[src/rtl/mips_pkg.sv]
// Shared MIPS pipeline definitions: datapath width, register-index width and
// the writeback control bit positions used by both EX/MEM and MEM/WB.
package mips_pkg;

  localparam int DATA_W          = 32;
  localparam int REG_ADDR_W      = 5;
  localparam int WB_REGWRITE_BIT = 1;
  localparam int WB_MEMTOREG_BIT = 0;

  localparam logic [REG_ADDR_W-1:0] REG_ZERO = 5'd0;

endpackage : mips_pkg

[src/rtl/regfile_core.sv]
// Register storage with two asynchronous read ports and one synchronous write
// port; index 0 is hardwired to zero.
module regfile_core
  import mips_pkg::*;
#(
  parameter int DATA_W   = 32,
  parameter int NUM_REGS = 32,
  parameter int ADDR_W   = $clog2(NUM_REGS)
) (
  input  logic              clock,
  input  logic              reset,
  input  logic              we,
  input  logic [ADDR_W-1:0] waddr,
  input  logic [DATA_W-1:0] wdata,
  input  logic [ADDR_W-1:0] raddr1,
  input  logic [ADDR_W-1:0] raddr2,
  output logic [DATA_W-1:0] rdata1,
  output logic [DATA_W-1:0] rdata2
);

  logic [DATA_W-1:0] regs_r [NUM_REGS];

  // Storage update: synchronous clear, then the single write port.
  always_ff @(posedge clock) begin
    if (reset) begin
      for (int i = 0; i < NUM_REGS; i++) begin
        regs_r[i] <= {DATA_W{1'b0}};
      end
    end else if (we && (waddr != {ADDR_W{1'b0}})) begin
      regs_r[waddr] <= wdata;
    end
  end

  // Asynchronous read ports; index 0 never reaches the array.
  always_comb begin
    if (raddr1 == {ADDR_W{1'b0}}) begin
      rdata1 = {DATA_W{1'b0}};
    end else begin
      rdata1 = regs_r[raddr1];
    end
    if (raddr2 == {ADDR_W{1'b0}}) begin
      rdata2 = {DATA_W{1'b0}};
    end else begin
      rdata2 = regs_r[raddr2];
    end
  end

endmodule : regfile_core

[src/rtl/wb_regfile.sv]
// Writeback stage: selects memory/ALU data, commits it to the register file and
// counts retired writebacks. Define WB_FWD_EN for same-cycle write-through reads.
module wb_regfile #(
  parameter int DATA_W   = 32,
  parameter int NUM_REGS = 32,
  parameter int CNT_W    = 32
) (
  input  logic                           clock,
  input  logic                           reset,
  input  logic [1:0]                     WBreg,
  input  logic [DATA_W-1:0]              Memreg,
  input  logic [DATA_W-1:0]              ALUreg,
  input  logic [mips_pkg::REG_ADDR_W-1:0] RegRDreg,
  input  logic [mips_pkg::REG_ADDR_W-1:0] ReadReg1,
  input  logic [mips_pkg::REG_ADDR_W-1:0] ReadReg2,
  output logic [DATA_W-1:0]              ReadData1,
  output logic [DATA_W-1:0]              ReadData2,
  output logic [DATA_W-1:0]              WriteData,
  output logic [CNT_W-1:0]               wb_count
);

  import mips_pkg::*;

  logic              commit_s;
  logic [DATA_W-1:0] write_data_s;
  logic [DATA_W-1:0] core_rd1_s;
  logic [DATA_W-1:0] core_rd2_s;
  logic [CNT_W-1:0]  wb_count_r;

  // Writeback mux and commit qualification; reset suppresses any commit.
  always_comb begin
    if (WBreg[WB_MEMTOREG_BIT]) begin
      write_data_s = Memreg;
    end else begin
      write_data_s = ALUreg;
    end
    if (WBreg[WB_REGWRITE_BIT] && (RegRDreg != REG_ZERO) && !reset) begin
      commit_s = 1'b1;
    end else begin
      commit_s = 1'b0;
    end
  end

  regfile_core #(
    .DATA_W   (DATA_W),
    .NUM_REGS (NUM_REGS),
    .ADDR_W   (REG_ADDR_W)
  ) u_core (
    .clock  (clock),
    .reset  (reset),
    .we     (commit_s),
    .waddr  (RegRDreg),
    .wdata  (write_data_s),
    .raddr1 (ReadReg1),
    .raddr2 (ReadReg2),
    .rdata1 (core_rd1_s),
    .rdata2 (core_rd2_s)
  );

`ifdef WB_FWD_EN
  // Write-through bypass: a committing write is visible to reads in the same cycle.
  always_comb begin
    if (commit_s && (ReadReg1 == RegRDreg)) begin
      ReadData1 = write_data_s;
    end else begin
      ReadData1 = core_rd1_s;
    end
    if (commit_s && (ReadReg2 == RegRDreg)) begin
      ReadData2 = write_data_s;
    end else begin
      ReadData2 = core_rd2_s;
    end
  end
`else
  // No bypass: reads see the array only, new data appears after the commit edge.
  always_comb begin
    ReadData1 = core_rd1_s;
    ReadData2 = core_rd2_s;
  end
`endif

  // Retired-writeback counter, wraps silently.
  always_ff @(posedge clock) begin
    if (reset) begin
      wb_count_r <= {CNT_W{1'b0}};
    end else if (commit_s) begin
      wb_count_r <= wb_count_r + {{(CNT_W-1){1'b0}}, 1'b1};
    end
  end

  assign WriteData = write_data_s;
  assign wb_count  = wb_count_r;

endmodule : wb_regfile

[config.mk]
export PLATFORM = sky130hd
export DESIGN_NAME = wb_regfile
export DESIGN_NICKNAME = d
export VERILOG_FILES = /design/src/rtl/mips_pkg.sv /design/src/rtl/regfile_core.sv /design/src/rtl/wb_regfile.sv
export SDC_FILE = /design/constraint.sdc
export NUM_CORES = 2
export LEC_CHECK = 0
export CORE_ASPECT_RATIO = 0.8
export CORE_UTILIZATION = 56
export CTS_BUF_LIST = sky130_fd_sc_hd__clkbuf_4 sky130_fd_sc_hd__clkbuf_8 sky130_fd_sc_hd__clkbuf_16
export CTS_CLUSTER_DIAMETER = 120
export DETAILED_ROUTE_END_ITERATION = 6
export DONT_BUFFER_PORTS = 1
export PLACE_DENSITY = 0.72
export SETUP_SLACK_MARGIN = 0.5
export SYNTH_ARGS = -nofsm -noshare
export SYNTH_HDL_FRONTEND = slang
export SYNTH_SLANG_ARGS = --single-unit
[constraint.sdc]
create_clock -name clock -period 2.9 [get_ports clock]
set_clock_uncertainty 0.2 [all_clocks]
set_input_delay 0.29 -clock clock [delete_from_list [all_inputs] [get_ports clock]]
set_output_delay 0.29 -clock clock [all_outputs]
set_load 0.01 [all_outputs]
==> flow_summary.toml <==
[global_routing]
grt_use_total = 0.349
grt_pass1_vias = 36600
grt_pass1_wl_um = 247000
grt_antenna_before_repair = 1
gr-total-overflow = 0
grt_max_degree = 290

[sta]
slew_viol_final = 0
worst_pin_slew_ns = 1.23
worst_slack_ns = -0.121
hold_viol = 0
fin_crit_ns = 3.02
rsz0062_at_grt = "yes"
finalSetupViolCount = 29
slew_headroom = 0.180
period_share = 1.04
fmax_ghz = 0.331

[yosys]
synth-adder-area-share = 0.000231
async_flop_share = 0
ys_ff_latch = 1056
synth.distinct_cells = 46
synth-simple-area-share = 0.102
synth_area_leader_cell = "edfxtp_1"
yosysWarnings = 0
synth_ff_type = "edfxtp_1"
synth_edf_count = 1024
synth_area_per_cell_um2 = 13.9
synth_area_um2 = 54200
synth_compound_gate_area_share = 0.0508
synth_top_family_by_area = "multiplexers"
synthXorXnorAreaFrac = 0.000808
syn_inst = 3914
synth_top_area_frac = 0.567
synth_area_leaders = "edfxtp_1, mux4_2, nor2_1"
seq_area_frac_synth = 0.579
synth_mux_area_frac = 0.231

[placement]
io_buffers = 0
place_ws_ns = 0.273
dpl.cell_count = 5083
dp_hpwl_um = 99900
routabilityCongestion = 1.01
dpl_cell_area_um2 = 57200

[pwr]
p_leak_nw = 22.0
vdd_drop_max_mv = 0.465
p_per_area_nw_per_um2 = 583

[setup_path]
r2r_start = "wb_count[6]"
cp.arrival_ns = 2.53
critPathLaunchType = "flip-flop"
crit_fanout = 2
end_kind = "output pin"
path_class = "reg2out"
required_ns = 2.41
cp-startpoint = "u_core.regs_r[4][31]"
r2r_cells = 5

[detailed_routing]
wl_per_cell_um = 31.7
antenna_left = 0
routed_wl_um = 171000
drt_iter0_markers = 6208
via_per_inst = 7.00
drc_errors = 0
drt_first_pass_iters = 6
num_vias = 37700

[die]
die_x_um = 350
start_util = 0.568
std_cell_rows = 101
core_area_um2 = 95400
die_h_um = 280
io_pins = 211
die_area_um2 = 98100

[clocking]
cts_tree = "built"
clk_latency_ns = 0.70
cts.sinks = 1056
cts-root-buf = "clkbuf_16"
cts_buffers = 105
cts_setup_buffers = 0
htreeDepth = 3
clkSlewWorstSetupHoldPaths_ns = 0.07
clock_path_buffers = 3

[status]
violations = "setup timing"
status = "finished with violations"

[cells_and_area]
final_util = 0.661
drive_gt1_frac = 0.296
fin_area_um2 = 63100
areaGrowthSynthToFinish_pct = 16.4
final_nets = 4097
stdcell_count = 5384

[worst_hold_path]
hold_path_class = "in2reg"
hold_path_depth = 3
holdCritStartpoint = "RegRDreg[4]"

[job]
cap_violations = 0
[through the flow]
stage | power (W) | hold slack (ns) | TNS [ns]
2_1_floorplan | 0.0210 | 0.304 | 0
3_3_place_gp | 0.0222 | 0.165 | 0
3_5_place_dp | 0.0223 | 0.170 | 0
4_1_cts | 0.0366 | 0.00646 | -1.11
5_1_grt | 0.0376 | 0.0415 | -2.55
6_report | 0.0368 | 0.00313 | -1.34
[cell usage in the layout (no fill, tap or decap), drive strengths merged, types with 64 or more instances in the layout]
master       instances
a211oi              64
mux2i              161
edfxtp            1024
o21ai               89
clkbuf             124
buf                289
nor2b               82
dlygate4sd3         90
nand2              125
mux4               448
a311oi              64
mux2                73
nor2              1016
a22oi               64
[cells in the mapped netlist (2+ instances only)]
master,n
edfxtp_1,1024
nor2_1,1016
mux4_2,448
clkbuf_1,288
mux2i_1,161
nand2_1,125
buf_2,85
o21ai_0,85
nor2b_1,82
mux2_2,70
a211oi_1,64
a22oi_1,64
a311oi_1,64
o2111ai_1,50
inv_1,35
nand2b_1,33
dfxtp_1,32
buf_4,29
nand3_1,18
a21oi_1,17
a221oi_1,17
or4_1,12
buf_1,11
o31ai_1,10
buf_6,8
nor4_1,8
or3_1,8
nand4_1,7
and3_1,6
and4_1,5
and2_1,4
o21ai_1,4
xor2_1,4
and3b_1,3
mux2_1,3
or2_2,3
o211ai_1,2
[cell type report]
cell class	instances	area [um^2]
antenna	4	10.0
clock buffer	123	2830
clock inverter	64	639
fill	6613	32300
inverter	35	134
multi-input combinational	2433	22700
sequential	1056	31400
tap	1287	1610
timing repair buffer	382	3830
[worst max-delay path, stage by stage (launching register included)]
cell	delay [ns]
edfxtp_1	0.40
mux4_2	0.48
mux2_2	0.28
o21ai_1	0.29
a311oi_1	0.08
buf_4	0.18
buf_4	0.14
[power breakdown]
part           switching (W)  total [W]  internal [W]
combinational        0.00247    0.00481       0.00233
clock                0.00595     0.0140       0.00809
sequential          0.000432     0.0180        0.0175
[cell families after synthesis]
logic type,after synthesis
xor gates and xnor gates,5
and+or+nand+nor,1334
AOI/OAI and AO/OA,378
muxes,682
adders and majority gates,1
DFF,1056
buffers and inverters,457
other,1
[timing repair]
action | in CTS | in global routing
cloned | 0 | 1
endpoints found under the setup margin | 64 | 91
hold buffers | 109 | 0
hold endpoints to repair | 1728 | 0
pin swaps | 67 | 34
resized for setup | 212 | 82
[registers in the layout, indices dropped and copies added (netlist names)]
register / count
u_core.regs_r: 1024
wb_count: 32
[per-layer routing]
metal  wire length (um)  track usage  vias to the layer above
met4               9290        0.169                        0
met5                  0            0                        -
met2              77000        0.520                     3103
li1                   -            -                    15100
met3              23900       0.0851                      475
met1              60600        0.486                    19000
[worst paths after layout]
kind,slack (ns),to
min reg2reg,0.35,wb_count[16]
min,0.003,u_core.regs_r[1][2]
max reg2reg,0.63,wb_count[13]
max,-0.12,ReadData1[31]
Power figures use the tool's default switching activity.
